File: config.mk
export PLATFORM = sky130hd
export DESIGN_NAME = spi_master_arb
export DESIGN_NICKNAME = d
export VERILOG_FILES = /design/src/rtl/spi_master_arb.sv
export SDC_FILE = /design/constraint.sdc
export NUM_CORES = 1
export LEC_CHECK = 0
export CORE_AREA = 5 5 164 166
export DETAILED_ROUTE_END_ITERATION = 6
export DIE_AREA = 0 0 169 171
export PLACE_DENSITY_LB_ADDON = 0.2
export SLEW_MARGIN = 15
export SYNTH_ARGS = -nofsm -noshare
export SYNTH_HDL_FRONTEND = slang
export SYNTH_SLANG_ARGS = --single-unit
export TNS_END_PERCENT = 20
File: constraint.sdc
create_clock -name clk -period 2 [get_ports clk]
set_input_delay 0.4 -clock clk [delete_from_list [all_inputs] [get_ports clk]]
set_output_delay 0.4 -clock clk [all_outputs]
set_load 0.02 [all_outputs]
File: src/rtl/spi_master_arb.sv
// Round-robin arbiter and byte sequencer sharing one spi_master_io among N requesters.
// Optional WAIT timeout enabled by defining SPI_MASTER_ARB_TIMEOUT_EN.
module spi_master_arb #(
    parameter int N  = 4,
    parameter int TW = 16
) (
    input  logic            clk,
    input  logic            reset,
    input  logic [N-1:0]    req,
    input  logic [3*N-1:0]  req_len,
    input  logic [64*N-1:0] req_data,
    output logic [N-1:0]    gnt,
    output logic [N-1:0]    done,
    output logic            err,
    output logic [63:0]     rsp_data,
    output logic [N-1:0]    cs_en,
    output logic            fifo_wr,
    output logic [7:0]      fifo_din,
    input  logic            fifo_full,
    input  logic [1:0]      spi_state,
    input  logic            rx_access,
    input  logic [63:0]     rx_data
);

    localparam int PW = (N > 1) ? $clog2(N) : 1;
    localparam int unsigned NU = N;

    if (N < 2 || N > 8 || TW < 2) begin : g_bad_params
        $error("spi_master_arb: N must be 2..8 and TW at least 2");
    end

    typedef enum logic [1:0] {ARB, LOAD, WAIT, DONE} state_t;

    state_t        state, state_nxt;
    logic [PW-1:0] rr_ptr, win_q, win_c;
    logic          win_vld;
    logic [2:0]    len_q, cnt;
    logic [63:0]   data_q;
    logic [N-1:0]  gnt_q;
    int unsigned   idx;

`ifdef SPI_MASTER_ARB_TIMEOUT_EN
    logic [TW-1:0] tmo, tmo_nxt;
    logic          tmo_hit, err_q;

    // Leaving WAIT on the edge where the counter becomes all-ones.
    always_comb begin
        tmo_nxt = tmo + 1'b1;
        tmo_hit = &tmo_nxt;
    end
`endif

    // First requester at or after rr_ptr, wrapping modulo N.
    always_comb begin
        win_vld = 1'b0;
        win_c   = '0;
        idx     = 0;
        for (int unsigned i = 0; i < NU; i++) begin
            idx = (32'(rr_ptr) + i) % NU;
            if (!win_vld && req[idx]) begin
                win_vld = 1'b1;
                win_c   = PW'(idx);
            end
        end
    end

    always_comb begin
        state_nxt = state;
        case (state)
            ARB:  if (win_vld && spi_state == 2'b00) state_nxt = LOAD;
            LOAD: if (!fifo_full && cnt == len_q) state_nxt = WAIT;
            WAIT: begin
                if (rx_access) state_nxt = DONE;
`ifdef SPI_MASTER_ARB_TIMEOUT_EN
                else if (tmo_hit) state_nxt = DONE;
`endif
            end
            DONE: state_nxt = ARB;
            default: state_nxt = ARB;
        endcase
    end

    always_comb begin
        gnt      = gnt_q;
        cs_en    = gnt_q;
        fifo_wr  = (state == LOAD) && !fifo_full;
        fifo_din = data_q[{cnt, 3'b000} +: 8];
        done     = (state == DONE) ? gnt_q : '0;
`ifdef SPI_MASTER_ARB_TIMEOUT_EN
        err      = (state == DONE) && err_q;
`else
        err      = 1'b0;
`endif
    end

    always_ff @(posedge clk) begin
        if (reset) begin
            state    <= ARB;
            gnt_q    <= '0;
            rr_ptr   <= '0;
            win_q    <= '0;
            cnt      <= '0;
            len_q    <= '0;
            data_q   <= '0;
            rsp_data <= '0;
`ifdef SPI_MASTER_ARB_TIMEOUT_EN
            tmo      <= '0;
            err_q    <= 1'b0;
`endif
        end else begin
            state <= state_nxt;
            case (state)
                ARB: if (state_nxt == LOAD) begin
                    gnt_q  <= {{(N-1){1'b0}}, 1'b1} << win_c;
                    win_q  <= win_c;
                    len_q  <= req_len[3*win_c +: 3];
                    data_q <= req_data[64*win_c +: 64];
                    cnt    <= '0;
                end
                LOAD: begin
                    if (!fifo_full) cnt <= cnt + 1'b1;
`ifdef SPI_MASTER_ARB_TIMEOUT_EN
                    if (state_nxt == WAIT) begin
                        tmo   <= '0;
                        err_q <= 1'b0;
                    end
`endif
                end
                WAIT: begin
                    if (rx_access) rsp_data <= rx_data;
`ifdef SPI_MASTER_ARB_TIMEOUT_EN
                    else begin
                        tmo <= tmo_nxt;
                        if (tmo_hit) err_q <= 1'b1;
                    end
`endif
                end
                DONE: begin
                    gnt_q  <= '0;
                    rr_ptr <= (win_q == PW'(N - 1)) ? '0 : win_q + 1'b1;
                end
                default: ;
            endcase
        end
    end

endmodule

==> out/results.ini, run 1 <==
[cts]
path_clk_slew_ns=0.07
cts.sinks=144
htree_num_levels=4
clock_path_buffers=2
cts_tree=yes
cts_buffers=17
cts_root_buffer=clkbuf_16
clk_latency_ns=0.42

[floorplan]
die-area_sq_mm=0.0289
die_width_microns=169
start_util_pct=31.2
num_rows=59
boundaryPins=428
chipHeight_microns=171
design.core.area_sq_mm=0.0255

[pwr]
leakage_nw=5.31
clkPwrFrac_pct=40.7
p_int_w=0.00624
seq_power_share_pct=36.0
switching_share_pct=27.7
p_per_area_mw_per_mm2=613
vdd_drop_max_v=0.000510
combPwrFrac_pct=23.4
switchingPower_w=0.00240

[detailed_routing]
dr_total_vias=8488
top_layer_used=met4
drcViolationCount=0
routed_via_density=5.18
wl_met3_microns=2290
drt_pass1_iterations=5
wl_microns=35600
wl_met1_microns=14500
route.met2.wl_microns=17800
routedWlPerCell_microns=21.7
drtIter0Drc=453
detail-route-antenna-nets=0

[synth]
avgSynthCellArea_sq_um=9.32
syn_nets=1197
synth_warnings=0
syn_inst=853
syn_area_sq_mm=0.00795
yosys_register_bits=144
synth-seq-area-share_pct=36.3
ys_types=38

[grt]
grt_pass1_wl_microns=51500
grt_pass1_vias=8848
gr-total-overflow=0
grt_usage_pct=22.9
antenna_found_initial=3
grt_start_max_net_pins=62

[layout]
utilization_pct=55.3
final_common_cell=clkdlybuf4s50_1
area_growth_pct=77.1
stdcell_count=1639
nets=1632
mostFrequentLayoutCells=clkdlybuf4s50_1 (410), dfxtp_1 (142), nand2_1 (137)
fillers=2358
drive_above_1_share_pct=17.8

[timing]
drv_slew=0
clock-skew-final_ns=0.00495
hold_ws_ns=0.354
timing.final.ws_setup_ns=-0.427
rsz0062_at_grt=yes
setup_violations=8
layout_worst_path_cycle_share_pct=121
post-route-min-period_ns=2.43
max_freq_ghz=0.412
finalHoldViolCount=0

[critical_path]
critical_path.startpoint=cnt[0]
cp-end-kind=primary output
path_cells=buf_12, buf_6, mux4_2, mux2_4, buf_6
crit_fanout=3
critPathLaunchType=flip-flop
crit_buf_inv=3
required_ns=1.60
criticalPathCategory=reg -> out
worstPathArrival_ns=2.03
cpMostUsedCell=buf_6
rr_startpoint=rr_ptr[1]
cpLargestDelayFamily=multiplexers
cpPeakStageDelay_ns=0.54
slowest_stage=mux4_2

[placement]
port_buffers=426
globalplace.congestion=0.861
dp_cells=1594
dp_hpwl_microns=26100

[status]
outcome=complete, but fails checks
violations=negative setup slack

[hold_path]
hold_class=in -> reg
min_from=reset

[job]
drv_cap=0

[sequential cells by signal, summed over array words and instances, names as in the netlist]
register	count
len_q	3
rr_ptr	2
cs_en	4
rsp_data	64
data_q	64
state	2
win_q	2
cnt	3
[per-stage QoR]
step	setup TNS, ns	area (sq um)	power [W]	setup WS, ns
3_5_place_dp	-47.73	13000	0.00506	-0.718
5_1_grt	-3.91	14100	0.00897	-0.485
6_report	-3.20	14100	0.00864	-0.427
3_3_place_gp	-47.51	13000	0.00505	-0.683
4_1_cts	-3.55	13800	0.00864	-0.460
2_1_floorplan	0	7960	0.00394	0.0519
[power by group through the flow]
stage	Sequential, W	Clock, W	Combinational [W]
final	0.00311	0.00351	0.00202
after global routing	0.00312	0.00371	0.00215
after floorplan	0.00315	0	0.000784
after CTS	0.00311	0.00359	0.00194
after detailed placement	0.00317	0	0.00189
after global placement	0.00317	0	0.00187
[Yosys cell counts]
cell / count / share of area [%]
and2_1: 1 / 0.079
or3_1: 1 / 0.079
o41ai_1: 1 / 0.11
mux2i_1: 79 / 9.9
buf_2: 13 / 0.82
buf_1: 4 / 0.19
nor4_1: 2 / 0.16
a31oi_1: 1 / 0.079
o41a_1: 1 / 0.14
a21oi_1: 72 / 4.5
o21ai_2: 1 / 0.11
nand2_1: 139 / 6.6
buf_6: 5 / 0.71
nor2_1: 12 / 0.57
mux2_2: 8 / 1.1
inv_1: 1 / 0.047
a211oi_1: 74 / 7.0
nand3_1: 3 / 0.19
nand2b_1: 3 / 0.24
o221ai_1: 10 / 1.1
buf_4: 15 / 1.4
mux4_2: 16 / 4.5
a311oi_2: 1 / 0.19
conb_1: 1 / 0.047
o21a_1: 2 / 0.19
a32oi_1: 2 / 0.22
nor2b_1: 4 / 0.31
o21bai_1: 57 / 5.4
clkbuf_1: 57 / 2.7
dfxtp_1: 144 / 36
xor2_1: 4 / 0.44
and3_1: 4 / 0.31
o21ai_1: 1 / 0.063
nand3b_1: 11 / 1.0
ha_1: 2 / 0.31
nor3_1: 4 / 0.25
a211oi_2: 40 / 6.3
nor4b_1: 57 / 6.3
[worst paths after layout]
| path | end | slack [ns] | cells after the start |
|---|---|---|---|
| worst max-delay path | fifo_din[0] | -0.43 | 5 |
| worst min-delay path | rr_ptr[0] | 0.35 | 2 |
| worst max register to register | data_q[7] | 0.05 | 7 |
| worst min register to register | rsp_data[23] | 0.45 | 2 |
[kinds of logic after synthesis]
kind of cell	share of synthesized area, %
other cells	0.0472
compound gates	25.4
buf+inv	5.87
xor+xnor	0.441
fa+ha+maj	0.315
simple gates	16.1
flops	36.3
mux	15.6
[final cells by class]
type / instances / area, sq um / share of cell area (%)
Antenna cell: 3 / 7.51 / 0.0533
Clock buffer: 17 / 425 / 3.02
Clock inverter: 15 / 213 / 1.51
Inverter: 1 / 3.75 / 0.0267
Multi-Input combinational cell: 616 / 4840 / 34.4
Sequential cell: 144 / 2890 / 20.5
Tap cell: 335 / 419 / 2.98
Timing Repair Buffer: 508 / 5290 / 37.5
[routing by layer]
metal,track usage [%],vias to the layer above
met5,0,-
met4,7.88,0
met3,5.98,54
met2,39.3,302
met1,28.0,4058
li1,-,4074
[timing repair]
action,in CTS,in global routing
cloned,1,7
setup endpoints to repair,76,78
setup buffers,2,0
resized for setup,67,34
hold buffers,0,0
pin swaps,1,7
[worst register-to-register path: cells and delay by family (launching register included)]
family	cells	cell delay, ns
flops	1	0.33
mux	1	0.32
compound gates	2	0.33
buf+inv	2	0.35
simple gates	2	0.48
(Power assumes the default switching activity.)
==> run 2: changes to the inputs <==
--- a/config.mk
+++ b/config.mk
@@ -8,8 +8,8 @@
 export CORE_AREA = 5 5 164 166
 export DETAILED_ROUTE_END_ITERATION = 6
 export DIE_AREA = 0 0 169 171
+export HOLD_SLACK_MARGIN = 0.02
 export PLACE_DENSITY_LB_ADDON = 0.2
-export SLEW_MARGIN = 15
 export SYNTH_ARGS = -nofsm -noshare
 export SYNTH_HDL_FRONTEND = slang
 export SYNTH_SLANG_ARGS = --single-unit
==> results of run 2 <==
Final layout, timing and power as in run 1 (identical DEF).
==> run 3: changes to the inputs <==
--- a/config.mk
+++ b/config.mk
@@ -5,6 +5,7 @@
 export SDC_FILE = /design/constraint.sdc
 export NUM_CORES = 1
 export LEC_CHECK = 0
+export ABC_AREA = 0
 export CORE_AREA = 5 5 164 166
 export DETAILED_ROUTE_END_ITERATION = 6
 export DIE_AREA = 0 0 169 171
==> results of run 3 <==
Final layout, timing and power as in run 1 (identical DEF).
